File: config.mk
export PLATFORM = sky130hd
export DESIGN_NAME = cache_ram_if_flat
export DESIGN_NICKNAME = d
export VERILOG_FILES = /design/src/rtl/cache_ram_if_if.sv /design/src/rtl/cache_ram_if.sv /design/src/flat_wrapper.sv
export SDC_FILE = /design/constraint.sdc
export NUM_CORES = 1
export LEC_CHECK = 0
export CORE_ASPECT_RATIO = 2
export CORE_UTILIZATION = 47
export CTS_BUF_LIST = sky130_fd_sc_hd__clkbuf_4 sky130_fd_sc_hd__clkbuf_8 sky130_fd_sc_hd__clkbuf_16
export CTS_CLUSTER_SIZE = 28
export DETAILED_ROUTE_END_ITERATION = 8
export GPL_ROUTABILITY_DRIVEN = 0
export PLACE_DENSITY = 0.93
export SYNTH_ARGS = -nofsm -noshare
export SYNTH_HDL_FRONTEND = slang
export SYNTH_SLANG_ARGS = --single-unit
File: constraint.sdc
create_clock -name clk -period 2.45 [get_ports clk]
set_input_delay 0.245 -clock clk [delete_from_list [all_inputs] [get_ports clk]]
set_output_delay 0.245 -clock clk [all_outputs]
set_load 0.01 [all_outputs]
File: src/rtl/cache_ram_if_if.sv
// Cache-side request/response and SRAM-side access bundle for cache_ram_if.
// slave = bridge view, master = the cache plus the SRAM that surround it.
interface cache_ram_if_if #(
  parameter int ADDR_WIDTH = 32,
  parameter int DATA_WIDTH = 32,
  parameter int LINE_WORDS = 4
);
  logic                             rd_req_i;
  logic [2:0]                       rd_type_i;
  logic [ADDR_WIDTH-1:0]            rd_addr_i;
  logic                             rd_rdy_o;
  logic [DATA_WIDTH-1:0]            rd_data_o;
  logic                             rd_valid_o;
  logic                             rd_last_o;
  logic                             wr_req_i;
  logic [2:0]                       wr_type_i;
  logic [DATA_WIDTH/8-1:0]          wr_en_i;
  logic [ADDR_WIDTH-1:0]            wr_addr_i;
  logic [LINE_WORDS*DATA_WIDTH-1:0] wr_data_i;
  logic                             wr_rdy_o;
  logic                             mem_ce_o;
  logic [DATA_WIDTH/8-1:0]          mem_we_o;
  logic [ADDR_WIDTH-1:0]            mem_addr_o;
  logic [DATA_WIDTH-1:0]            mem_wdata_o;
  logic [DATA_WIDTH-1:0]            mem_rdata_i;

  modport slave (
    input  rd_req_i, rd_type_i, rd_addr_i,
    input  wr_req_i, wr_type_i, wr_en_i, wr_addr_i, wr_data_i,
    input  mem_rdata_i,
    output rd_rdy_o, rd_data_o, rd_valid_o, rd_last_o, wr_rdy_o,
    output mem_ce_o, mem_we_o, mem_addr_o, mem_wdata_o
  );

  modport master (
    output rd_req_i, rd_type_i, rd_addr_i,
    output wr_req_i, wr_type_i, wr_en_i, wr_addr_i, wr_data_i,
    output mem_rdata_i,
    input  rd_rdy_o, rd_data_o, rd_valid_o, rd_last_o, wr_rdy_o,
    input  mem_ce_o, mem_we_o, mem_addr_o, mem_wdata_o
  );
endinterface

File: src/rtl/cache_ram_if.sv
// Cache-to-SRAM bridge: one read or write at a time, lines split into word beats; read accepted at T
// returns T+2..T+N+1, write at T completes by T+N+1; requests wait while rdy is low, write wins ties.
module cache_ram_if #(
  parameter int ADDR_WIDTH = 32,
  parameter int DATA_WIDTH = 32,
  parameter int LINE_WORDS = 4
) (
  input  logic clk,
  input  logic rst_n,
  cache_ram_if_if.slave bus
);
  localparam int CW = (LINE_WORDS > 1) ? $clog2(LINE_WORDS) : 1;
  localparam int BW = DATA_WIDTH / 8;
  localparam logic [2:0]            TYPE_LINE = 3'b100;
  localparam logic [ADDR_WIDTH-1:0] WORD_MASK = ~ADDR_WIDTH'(BW - 1);
  localparam logic [ADDR_WIDTH-1:0] LINE_MASK = ~ADDR_WIDTH'(LINE_WORDS * BW - 1);
  localparam logic [ADDR_WIDTH-1:0] STRIDE    = ADDR_WIDTH'(BW);
  localparam logic [CW-1:0]         LAST_LINE = CW'(LINE_WORDS - 1);

  typedef enum logic [1:0] {IDLE, RD, RD_LAST, WR} state_t;

  state_t                           state_q;
  logic [CW-1:0]                    beat_q;
  logic [CW-1:0]                    last_q;
  logic [CW-1:0]                    rbeat_q;
  logic                             rvld_q;
  logic                             ce_q;
  logic [BW-1:0]                    we_q;
  logic [ADDR_WIDTH-1:0]            addr_q;
  logic [DATA_WIDTH-1:0]            wdata_q;
  logic [LINE_WORDS*DATA_WIDTH-1:0] payload_q;

  logic                  rd_line, wr_line, rd_acc, wr_acc, beat_end;
  logic [ADDR_WIDTH-1:0] rd_base, wr_base;
  logic [DATA_WIDTH-1:0] next_word_d;

  assign rd_line  = (bus.rd_type_i == TYPE_LINE);
  assign wr_line  = (bus.wr_type_i == TYPE_LINE);
  assign rd_base  = bus.rd_addr_i & (rd_line ? LINE_MASK : WORD_MASK);
  assign wr_base  = bus.wr_addr_i & (wr_line ? LINE_MASK : WORD_MASK);
  assign wr_acc   = (state_q == IDLE) && bus.wr_req_i;
  assign rd_acc   = (state_q == IDLE) && bus.rd_req_i && !bus.wr_req_i;
  assign beat_end = (beat_q == last_q);

  // Only line writes have more than one beat, so the next word is always indexed by beat+1.
  always_comb begin
    next_word_d = '0;
    for (int k = 0; k < LINE_WORDS; k++) begin
      if (CW'(k) == beat_q + CW'(1)) next_word_d = payload_q[k*DATA_WIDTH +: DATA_WIDTH];
    end
  end

  always_ff @(posedge clk or negedge rst_n) begin
    if (!rst_n) begin
      state_q   <= IDLE;
      beat_q    <= '0;
      last_q    <= '0;
      rbeat_q   <= '0;
      rvld_q    <= 1'b0;
      ce_q      <= 1'b0;
      we_q      <= '0;
      addr_q    <= '0;
      wdata_q   <= '0;
      payload_q <= '0;
    end else begin
      rvld_q  <= (state_q == RD);
      rbeat_q <= beat_q;
      case (state_q)
        IDLE: begin
          if (wr_acc) begin
            state_q   <= WR;
            beat_q    <= '0;
            last_q    <= wr_line ? LAST_LINE : '0;
            payload_q <= bus.wr_data_i;
            ce_q      <= 1'b1;
            addr_q    <= wr_base;
            we_q      <= wr_line ? '1 : bus.wr_en_i;
            wdata_q   <= bus.wr_data_i[DATA_WIDTH-1:0];
          end else if (rd_acc) begin
            state_q <= RD;
            beat_q  <= '0;
            last_q  <= rd_line ? LAST_LINE : '0;
            ce_q    <= 1'b1;
            addr_q  <= rd_base;
            we_q    <= '0;
            wdata_q <= '0;
          end
        end
        RD: begin
          if (beat_end) begin
            state_q <= RD_LAST;
            ce_q    <= 1'b0;
            addr_q  <= '0;
          end else begin
            beat_q <= beat_q + CW'(1);
            addr_q <= addr_q + STRIDE;
          end
        end
        RD_LAST: state_q <= IDLE;
        WR: begin
          if (beat_end) begin
            state_q <= IDLE;
            ce_q    <= 1'b0;
            we_q    <= '0;
            addr_q  <= '0;
            wdata_q <= '0;
          end else begin
            beat_q  <= beat_q + CW'(1);
            addr_q  <= addr_q + STRIDE;
            wdata_q <= next_word_d;
          end
        end
        default: state_q <= IDLE;
      endcase
    end
  end

  assign bus.rd_rdy_o    = (state_q == IDLE) && rst_n && !bus.wr_req_i;
  assign bus.wr_rdy_o    = (state_q == IDLE) && rst_n;
  assign bus.rd_valid_o  = rvld_q;
  assign bus.rd_data_o   = rvld_q ? bus.mem_rdata_i : '0;
  assign bus.rd_last_o   = rvld_q && (rbeat_q == last_q);
  assign bus.mem_ce_o    = ce_q;
  assign bus.mem_we_o    = we_q;
  assign bus.mem_addr_o  = addr_q;
  assign bus.mem_wdata_o = wdata_q;
endmodule
File: src/flat_wrapper.sv
// flat-port wrapper written by rule: the top's interface ports become plain ports
module cache_ram_if_flat 
#(
  parameter int ADDR_WIDTH = 32,
  parameter int DATA_WIDTH = 32,
  parameter int LINE_WORDS = 4
)
  (clk, rst_n, bus_rd_req_i, bus_rd_type_i, bus_rd_addr_i, bus_wr_req_i, bus_wr_type_i, bus_wr_en_i, bus_wr_addr_i, bus_wr_data_i, bus_mem_rdata_i, bus_rd_rdy_o, bus_rd_data_o, bus_rd_valid_o, bus_rd_last_o, bus_wr_rdy_o, bus_mem_ce_o, bus_mem_we_o, bus_mem_addr_o, bus_mem_wdata_o);
  cache_ram_if_if #(.ADDR_WIDTH(ADDR_WIDTH), .DATA_WIDTH(DATA_WIDTH), .LINE_WORDS(LINE_WORDS)) bus_i ();
  input  logic clk;
  input  logic rst_n;
  input wire logic [$bits(bus_i.rd_req_i)-1:0] bus_rd_req_i;
  input wire logic [$bits(bus_i.rd_type_i)-1:0] bus_rd_type_i;
  input wire logic [$bits(bus_i.rd_addr_i)-1:0] bus_rd_addr_i;
  input wire logic [$bits(bus_i.wr_req_i)-1:0] bus_wr_req_i;
  input wire logic [$bits(bus_i.wr_type_i)-1:0] bus_wr_type_i;
  input wire logic [$bits(bus_i.wr_en_i)-1:0] bus_wr_en_i;
  input wire logic [$bits(bus_i.wr_addr_i)-1:0] bus_wr_addr_i;
  input wire logic [$bits(bus_i.wr_data_i)-1:0] bus_wr_data_i;
  input wire logic [$bits(bus_i.mem_rdata_i)-1:0] bus_mem_rdata_i;
  output wire logic [$bits(bus_i.rd_rdy_o)-1:0] bus_rd_rdy_o;
  output wire logic [$bits(bus_i.rd_data_o)-1:0] bus_rd_data_o;
  output wire logic [$bits(bus_i.rd_valid_o)-1:0] bus_rd_valid_o;
  output wire logic [$bits(bus_i.rd_last_o)-1:0] bus_rd_last_o;
  output wire logic [$bits(bus_i.wr_rdy_o)-1:0] bus_wr_rdy_o;
  output wire logic [$bits(bus_i.mem_ce_o)-1:0] bus_mem_ce_o;
  output wire logic [$bits(bus_i.mem_we_o)-1:0] bus_mem_we_o;
  output wire logic [$bits(bus_i.mem_addr_o)-1:0] bus_mem_addr_o;
  output wire logic [$bits(bus_i.mem_wdata_o)-1:0] bus_mem_wdata_o;
  assign bus_i.rd_req_i = bus_rd_req_i;
  assign bus_i.rd_type_i = bus_rd_type_i;
  assign bus_i.rd_addr_i = bus_rd_addr_i;
  assign bus_i.wr_req_i = bus_wr_req_i;
  assign bus_i.wr_type_i = bus_wr_type_i;
  assign bus_i.wr_en_i = bus_wr_en_i;
  assign bus_i.wr_addr_i = bus_wr_addr_i;
  assign bus_i.wr_data_i = bus_wr_data_i;
  assign bus_i.mem_rdata_i = bus_mem_rdata_i;
  assign bus_rd_rdy_o = bus_i.rd_rdy_o;
  assign bus_rd_data_o = bus_i.rd_data_o;
  assign bus_rd_valid_o = bus_i.rd_valid_o;
  assign bus_rd_last_o = bus_i.rd_last_o;
  assign bus_wr_rdy_o = bus_i.wr_rdy_o;
  assign bus_mem_ce_o = bus_i.mem_ce_o;
  assign bus_mem_we_o = bus_i.mem_we_o;
  assign bus_mem_addr_o = bus_i.mem_addr_o;
  assign bus_mem_wdata_o = bus_i.mem_wdata_o;
  cache_ram_if #(.ADDR_WIDTH(ADDR_WIDTH), .DATA_WIDTH(DATA_WIDTH), .LINE_WORDS(LINE_WORDS)) u_core (.clk(clk), .rst_n(rst_n), .bus(bus_i));
endmodule
==> results.cfg, run 1 <==
[timing]
max_freq_ghz = 0.427
period_minus_slack_ps = 2340
finalSetupTns_ps = 0
fin_crit_sh_pct = 95.5
hold_viol_final = 0
worstMarginPinSlew_ps = 885
setup_viol = 0
finClkSkew_ps = 18.6
max_slew_margin_pct = 41.0
rsz0062_at_grt = no
final_max_slew_viol_count = 0

[logic_synthesis]
synth_cells = 1274
seq_area_frac_synth_pct = 48.9
yosysUniqueCellTypes = 52
ys_warn_count = 0
synthFlopType = dfrtp_1
async_reset_ff_share_pct = 100
syn_area_per_cell_um2 = 8.16
ys_ff_latch = 203
yosysTopAreaCell = dfrtp_1
netlist_area_um2 = 10400
synth-edff-count = 0
synth_top_area_share_pct = 48.9
synth_area_leaders = dfrtp_1 (49%), nand2_1 (19%), a21oi_1 (4.4%), o21ai_0 (3.2%), a221o_1 (3.2%)

[floorplan]
initial_core_util_pct = 48.1
die_width_um = 107
die_h_um = 212
num_rows = 76
dieArea_um2 = 22700
core_area_um2 = 21600
ios = 343

[route]
avgRoutedWirePerCell_um = 19.7
vias = 10987
drt_first_pass_iters = 5
wl_um = 36900
drt_iter0_markers = 930
viasPerCell = 5.86
antenna_left = 0
drc = 0

[grt]
overflow = 0
grt_pass1_vias = 11185
grt_usage_pct = 32.5
grt_max_degree = 134
grt_pass1_wl_um = 57700
antenna_found_initial = 3

[setup_path]
critPathRequiredTime_ps = 2200
arrival_ps = 2090
critPathLaunch = u_core.last_q[0]$_DFFE_PN0P_
critPathMaxFanout = 6
startpoint_type = flip-flop
r2r_cells = 8
reg2reg_from = u_core.state_q[1]$_DFFE_PN0P_
critPathKind = reg -> out
end_kind = primary output

[clocking]
root_buffer = clkbuf_16
numCtsBuffers = 20
postCtsSetupBuffers = 0
clkSinkCount = 203
cts_tree = built
clockBufferDepth = 3
clk_pin_slew_worst_paths_ps = 70
htree_num_levels = 1
clkLatencyLatePin_ps = 500

[power]
p_per_area_nw_per_um2 = 1260
total_leakage_power_uw = 0.00699
peakVddDrop_v = 0.000887

[finish]
nFillCells = 1545
layout_common_cells = nand2_1 (514), clkdlybuf4s50_1 (334), dfrtp_1 (202), a21oi_1 (91), o21ai_0 (67)
utilization_pct = 69.6
finalNetCount = 1835
layoutNonFillerInstCount = 1875
seqCellArea_um2 = 5080
drive_gt1_share_pct = 6.38
layout_commonest_cell = nand2_1
syn_to_final_growth_pct = 44.6
multi_input_area_um2 = 4960

[worst_hold_path]
holdCritStartpoint = bus_wr_data_i[52]
hold_depth = 3
hold_path_class = in -> reg

[outcome]
status = finished, final reports clean

[place]
placedCellCount = 1837
hpwlAfterDp_um = 24800
port_buffers = 336

[run]
max-cap-violations = 0
[kinds of logic (layout without fill, tap and decap cells)]
| group | Yosys count | count (layout) | share of synthesized area [%] |
|---|---|---|---|
| adder cells (fa/ha/maj) | 10 | 10 | 1.20 |
| multiplexers | 16 | 16 | 1.57 |
| AO/OA/AOI/OAI | 243 | 243 | 14.7 |
| buffers and inverters | 101 | 426 | 3.74 |
| other | 1 | 4 | 0.0361 |
| AND/OR/NAND/NOR | 700 | 700 | 29.9 |
| flip-flops | 203 | 203 | 48.9 |
[worst paths after layout]
check | endpoint | slack, ps
max | bus_rd_last_o | 110
min reg2reg | u_core.payload_q[123]$_DFFE_PN0P_ | 480
max reg2reg | u_core.bus.mem_addr_o[18]$_DFFE_PN0P_ | 130
min in group asynchronous | u_core.payload_q[19]$_DFFE_PN0P_ | 520
min | u_core.payload_q[52]$_DFFE_PN0P_ | 270
max in group asynchronous | u_core.state_q[0]$_DFFE_PN0P_ | 1180
[critical path, cell delays in order (launching register included)]
cell	delay (ps)
dfrtp_1	440
or3_1	380
a21boi_0	180
clkdlybuf4s50_1	600
[metrics by stage]
stage	hold slack, ps	total power (uW)	setup slack (ps)	cell area [um^2]
2_1_floorplan	-50.6	10900	353	10400
3_3_place_gp	457	14400	155	14200
3_5_place_dp	463	14800	110	14200
4_1_cts	256	18800	17.5	15000
5_1_grt	277	20100	1.89	15000
6_report	267	19000	110	15000
[cells in the mapped netlist (all sizes together) (5+ instances only)]
library cell / instances
inv: 13
or3: 5
nand2: 515
and3: 35
o21ai: 67
a221o: 33
nand4: 10
o22ai: 10
nor4: 6
ha: 10
a21o: 6
and2: 36
buf: 10
o32a: 6
nor2: 26
clkbuf: 78
a21oi: 91
mux2i: 14
nand3: 11
nand3b: 33
nor3: 10
a31oi: 9
dfrtp: 203
[registers in the layout, indices dropped and copies added (netlist names)]
register,flops
u_core.bus.mem_addr_o,30
u_core.bus.mem_wdata_o,32
u_core.bus.mem_we_o,4
u_core.rbeat_q,2
u_core.bus.mem_ce_o,1
u_core.beat_q,2
u_core.bus.rd_valid_o,1
u_core.payload_q,128
u_core.state_q,2
u_core.last_q,1
[layer usage]
layer | track usage (%) | wire length [um] | up-vias | part of all wire, %
met5 | 0 | 13 | - | 0.035
met4 | 23.2 | 2790 | 2 | 7.6
met3 | 6.01 | 3040 | 219 | 8.2
met2 | 55.3 | 18500 | 718 | 50
met1 | 35.9 | 12500 | 5130 | 34
li1 | - | - | 4918 | -
[repair_timing]
action | in CTS | in global routing
gates resized for setup | 6 | 1
hold buffers | 1 | 0
setup endpoints to repair | 2 | 1
hold endpoints to repair | 133 | 0
[power by group]
part	internal, uW	leakage [uW]	total, uW	switching (uW)
Combinational	3940	0.00402	9120	5180
Clock	2370	0.000395	3750	1380
Sequential	4890	0.00258	6080	1200
Total	11200	0.00699	19000	7760
[final cells by class]
| class | instances | area share (%) |
|---|---|---|
| clock buffer | 23 | 3.68 |
| clock inverter | 12 | 1.66 |
| sequential | 203 | 33.8 |
| antenna | 2 | 0.0333 |
| timing repair buffer | 378 | 25.2 |
| inverter | 13 | 0.325 |
| multi-input combinational | 971 | 33.0 |
| tap | 273 | 2.27 |
Power figures use the tool's default switching activity.
==> inputs of run 2 (changes only) <==
- ABC_AREA: default -> 1
- PLACE_DENSITY: 0.93 -> 0.92
==> results.cfg, run 2 <==
[route]
antenna_left = 0
wl_um = 41800
viasPerCell = 5.67
drt_first_pass_iters = 8
avgRoutedWirePerCell_um = 19.6
drt_iter0_markers = 1234
vias = 12089
drc = 0

[setup_path]
path_delay_family = buffers and inverters
critPathRequiredTime_ps = 2200
arrival_ps = 2110
r2r_cells = 8
cp_cell_sequence = inv_1, ha_4, nand2_1, nor2_1, clkdlybuf4s50_1
cpPeakStageDelay_ps = 540
startpoint_type = flip-flop
end_kind = primary output
cpMaxStageDelayCell = clkdlybuf4s50_1
crit_cells = 5
critPathMaxFanout = 4
critPathLaunch = u_core.state_q[1]$_DFFE_PN0P_
critPathBufInv = 2
critPathKind = reg -> out
reg2reg_from = u_core.state_q[1]$_DFFE_PN0P_

[floorplan]
ios = 343
num_rows = 78
dieArea_um2 = 23900
core_area_um2 = 22700
die_width_um = 110
die_h_um = 218
initial_core_util_pct = 48.1

[run]
max-cap-violations = 0

[logic_synthesis]
synth_top_area_share_pct = 46.5
yosysTopAreaCell = dfrtp_1
yosysMostFrequentCell = nand2_1
yosysUniqueCellTypes = 36
synth_cells = 1527
netlist_area_um2 = 10900
async_reset_ff_share_pct = 100
syn_area_per_cell_um2 = 7.16
synthFlopType = dfrtp_1
ys_warn_count = 0
synth_area_leaders = dfrtp_1 (46%), nand2_1 (19%), a21oi_1 (6.8%), nor2_1 (5.5%), o21ai_0 (4.9%)
synth-edff-count = 0
ys_ff_latch = 203
yosys-top-cells-count = nand2_1 (559), dfrtp_1 (203), nor2_1 (159)
seq_area_frac_synth_pct = 46.5

[place]
placedCellCount = 2092
port_buffers = 336
hpwlAfterDp_um = 28000

[finish]
seqCellArea_um2 = 5080
regMostFlops = u_core.payload_q
syn_to_final_growth_pct = 40.7
multi_input_area_um2 = 5010
layout_commonest_cell = nand2_1
finalNetCount = 2083
layout_common_cells = nand2_1 (558), clkdlybuf4s50_1 (335), dfrtp_1 (202), nor2_1 (158), a21oi_1 (149)
nFillCells = 1777
drive_gt1_share_pct = 5.79
layoutNonFillerInstCount = 2132
largest_reg_flops = 128

[clocking]
clockBufferDepth = 3
numCtsBuffers = 20
clkSinkCount = 203
clkLatencyLatePin_ps = 510
htree_num_levels = 1
postCtsSetupBuffers = 0
clk_pin_slew_worst_paths_ps = 70
cts_tree = built
root_buffer = clkbuf_16

[timing]
worstMarginPinSlew_ps = 897
period_minus_slack_ps = 2360
max_freq_ghz = 0.424
whs_ps = 267
rsz0062_at_grt = no
finalSetupTns_ps = 0
max_slew_margin_pct = 40.2
hold_viol_final = 0
finClkSkew_ps = 15.6
fin_crit_sh_pct = 96.2
setup_viol = 0
final_max_slew_viol_count = 0

[power]
clockPowerShare_pct = 17.6
p_int_uw = 11200
p_per_area_nw_per_um2 = 1290
power_frac_seq_pct = 31.8
switching_share_pct = 43.6
peakVddDrop_v = 0.000977
comb_power_share_pct = 50.6
total_leakage_power_uw = 0.00737
p_sw_uw = 8620

[grt]
antenna_found_initial = 6
grt_usage_pct = 35.7
grt_max_degree = 150
grt_pass1_wl_um = 64000
grt_pass1_vias = 12198
overflow = 0

[worst_hold_path]
hold_path_class = in -> reg
hold_depth = 3
holdCritStartpoint = bus_wr_data_i[103]

[outcome]
status = finished, final reports clean
run 2: cell types whose count changed after synthesis, moves of 41 or more:
cell     change
a21oi_1     +58
inv_1       +98
nand2_1     +44
nor2_1     +133
o21ai_0     +41
run 2: path summary, 6_finish.rpt:
check                      slack [ps]                               endpoint
max                                90                           bus_rd_rdy_o
min                               270      u_core.payload_q[103]$_DFFE_PN0P_
max reg2reg                       230   u_core.bus.mem_addr_o[2]$_DFFE_PN0P_
min reg2reg                       470            u_core.rbeat_q[1]$_DFF_PN0_
max in group asynchronous        1290        u_core.payload_q[7]$_DFFE_PN0P_
min in group asynchronous         420  u_core.bus.mem_addr_o[10]$_DFFE_PN0P_
run 2: repair_timing:
item	in CTS	in global routing
hold buffers	1	0
setup endpoints to repair	2	2
endpoints found under the hold margin	129	0
gates resized for setup	1	3
run 2: power by group through the flow:
stage          Clock, uW  Combinational, uW  Sequential [uW]
6_report            3480              10000             6290
5_1_grt             3640              11000             6430
4_1_cts             3510               9770             6220
3_5_place_dp           0               9640             6230
3_3_place_gp           0               9250             6160
2_1_floorplan          0               5540             6160
run 2: cell type report:
class                           instances  share of cell area (%)
Antenna cell                            4                  0.0651
Clock buffer                           27                    3.83
Clock inverter                          8                   0.960
Inverter                              119                    2.94
Multi-Input combinational cell       1117                    32.6
Sequential cell                       203                    33.0
Tap cell                              280                    2.28
Timing Repair Buffer                  374                    24.3
run 2: worst min-delay path, cell delays in order:
cell,delay [ps]
clkdlybuf4s50_1,390
nand2_1,60
nand2_1,40
run 2: logic make-up after synthesis:
| group | after synthesis | synth area share [%] |
|---|---|---|
| compound gates | 323 | 15.9 |
| fa+ha+maj | 10 | 1.14 |
| buf+inv | 208 | 7.98 |
| simple gates | 782 | 28.4 |
| flops | 203 | 46.5 |
| other cells | 1 | 0.0343 |
run 2: per-stage QoR:
| stage | utilization [%] | instance area, um^2 | setup WS (ps) | total power, uW |
|---|---|---|---|---|
| floorplan | - | 10900 | 795 | 11700 |
| global placement | 64.2 | 14600 | 400 | 15400 |
| detailed placement | 64.2 | 14600 | 305 | 15900 |
| CTS | 67.5 | 15400 | 2.43 | 19500 |
| global route | 67.6 | 15400 | 34.0 | 21100 |
| finish | 67.6 | 15400 | 93.4 | 19800 |
run 2: routing by layer:
layer	routed length, um	share of wire [%]	vias to the layer above	global-route usage (%)
met5	21	0.050	-	0
met4	2900	6.9	4	25.7
met3	4280	10	227	10.4
met2	21100	51	825	59.4
met1	13500	32	5558	37.4
li1	-	-	5475	-
==> inputs of run 3 (changes only) <==
- clock period: 2.45 -> 2.4 ns (I/O delays scaled with it)
==> results.cfg, run 3 (synthesis results as in run 2) <==
[outcome]
status = finished, final reports clean

[setup_path]
end_kind = primary output
startpoint_type = flip-flop
critPathKind = reg -> out
critPathRequiredTime_ps = 2160
critPathMaxFanout = 4
endpoint = bus_rd_rdy_o
r2r_cells = 8
rrSetupSlack_ps = 190
timing.rr.end = u_core.bus.mem_addr_o[28]$_DFFE_PN0P_
reg2reg_from = u_core.bus.mem_addr_o[10]$_DFFE_PN0P_
critPathLaunch = u_core.state_q[1]$_DFFE_PN0P_
arrival_ps = 2070

[power]
peakVddDrop_v = 0.000960
total_leakage_power_uw = 0.00729
p_per_area_nw_per_um2 = 1280

[clocking]
clk_pin_slew_worst_paths_ps = 70
clkLatencyLatePin_ps = 500
htree_num_levels = 1
clockBufferDepth = 3
numCtsBuffers = 19
root_buffer = clkbuf_16
postCtsSetupBuffers = 0
clkSinkCount = 203
cts_tree = built

[place]
placedCellCount = 2091
hpwlAfterDp_um = 28200
port_buffers = 336

[grt]
overflow = 0
grt_pass1_vias = 11904
antenna_found_initial = 8
grt_usage_pct = 34.6
grt_max_degree = 72
grt_pass1_wl_um = 62500

[timing]
finClkSkew_ps = 22.8
finalSetupTns_ps = 0
hold_viol_final = 0
setup_viol = 0
max_freq_ghz = 0.434
period_minus_slack_ps = 2310
rsz0062_at_grt = no
max_slew_margin_pct = 39.1
worstMarginPinSlew_ps = 913
fin_crit_sh_pct = 96.1
final_max_slew_viol_count = 0

[finish]
utilization_pct = 67.0
syn_to_final_growth_pct = 39.5
regMostFlops = u_core.payload_q
layout_common_cells = nand2_1 (558), clkdlybuf4s50_1 (335), dfrtp_1 (203), nor2_1 (158), a21oi_1 (149)
finalNetCount = 2081
largest_reg_flops = 128
layout_commonest_cell = nand2_1
layoutNonFillerInstCount = 2129
drive_gt1_share_pct = 5.53

[floorplan]
core_area_um2 = 22700
num_rows = 78
ios = 343
initial_core_util_pct = 48.1
die_h_um = 218
die_width_um = 110
dieArea_um2 = 23900

[worst_hold_path]
hold_path_class = in -> async

[route]
wl_um = 41000
vias = 12051
antenna_left = 0
drt_iter0_markers = 1296
viasPerCell = 5.66
drt_first_pass_iters = 9
avgRoutedWirePerCell_um = 19.3
drc = 0

[run]
max-cap-violations = 0
==> run 3: per-stage QoR <==
stage	hold slack [ps]	area [um^2]	power [uW]	setup WS [ps]
global placement	176	14600	15700	353
CTS	220	15200	19300	1.68
floorplan	-55.6	10900	11900	745
detailed placement	181	14600	16200	249
global route	229	15200	20900	10.0
finish	213	15200	19600	93.4
==> run 3: what timing repair did <==
item	CTS	global route
endpoints found under the hold margin	35	0
setup endpoints to repair	1	2
gates resized for setup	1	2
hold buffers	1	0
==> run 3: power breakdown <==
group / total (uW) / internal [uW] / switching [uW]
Sequential: 6440 / 5130 / 1310
Clock: 3010 / 1700 / 1310
Combinational: 10100 / 4080 / 6040
Total: 19600 / 10900 / 8670
==> run 3: how the worst min path moves through the flow <==
stage,endpoint,cells after the start
after global placement,u_core.payload_q[90]$_DFFE_PN0P_,1
after floorplan,u_core.beat_q[0]$_DFFE_PN0P_,0
after CTS,u_core.payload_q[90]$_DFFE_PN0P_,2
after global routing,u_core.payload_q[89]$_DFFE_PN0P_,2
final,u_core.bus.mem_addr_o[7]$_DFFE_PN0P_,2
after detailed placement,u_core.bus.mem_addr_o[5]$_DFFE_PN0P_,1
==> run 3: routing by layer <==
layer  vias up  GRT usage, %  wire (um)
met2       804          58.2      20800
met5         -             0         34
met3       186          7.83       3740
li1       5464             -          -
met1      5591          38.1      13800
met4         6          23.1       2670
==> run 3: critical path, stage by stage, from the launching register on <==
cell             delay [ps]
dfrtp_1                 420
inv_1                   180
ha_4                    190
nand2_1                  90
nor2_1                  140
clkdlybuf4s50_1         550
==> run 3: cell type report <==
type,instances,area (um^2)
diodes,5,12.5
fillers,1751,7500
clock buffers,25,539
inverters,119,452
flip-flops and latches,203,5080
well taps,280,350
multi-input cells,1117,5010
clock inverters,7,72.6
repair buffers,373,3720
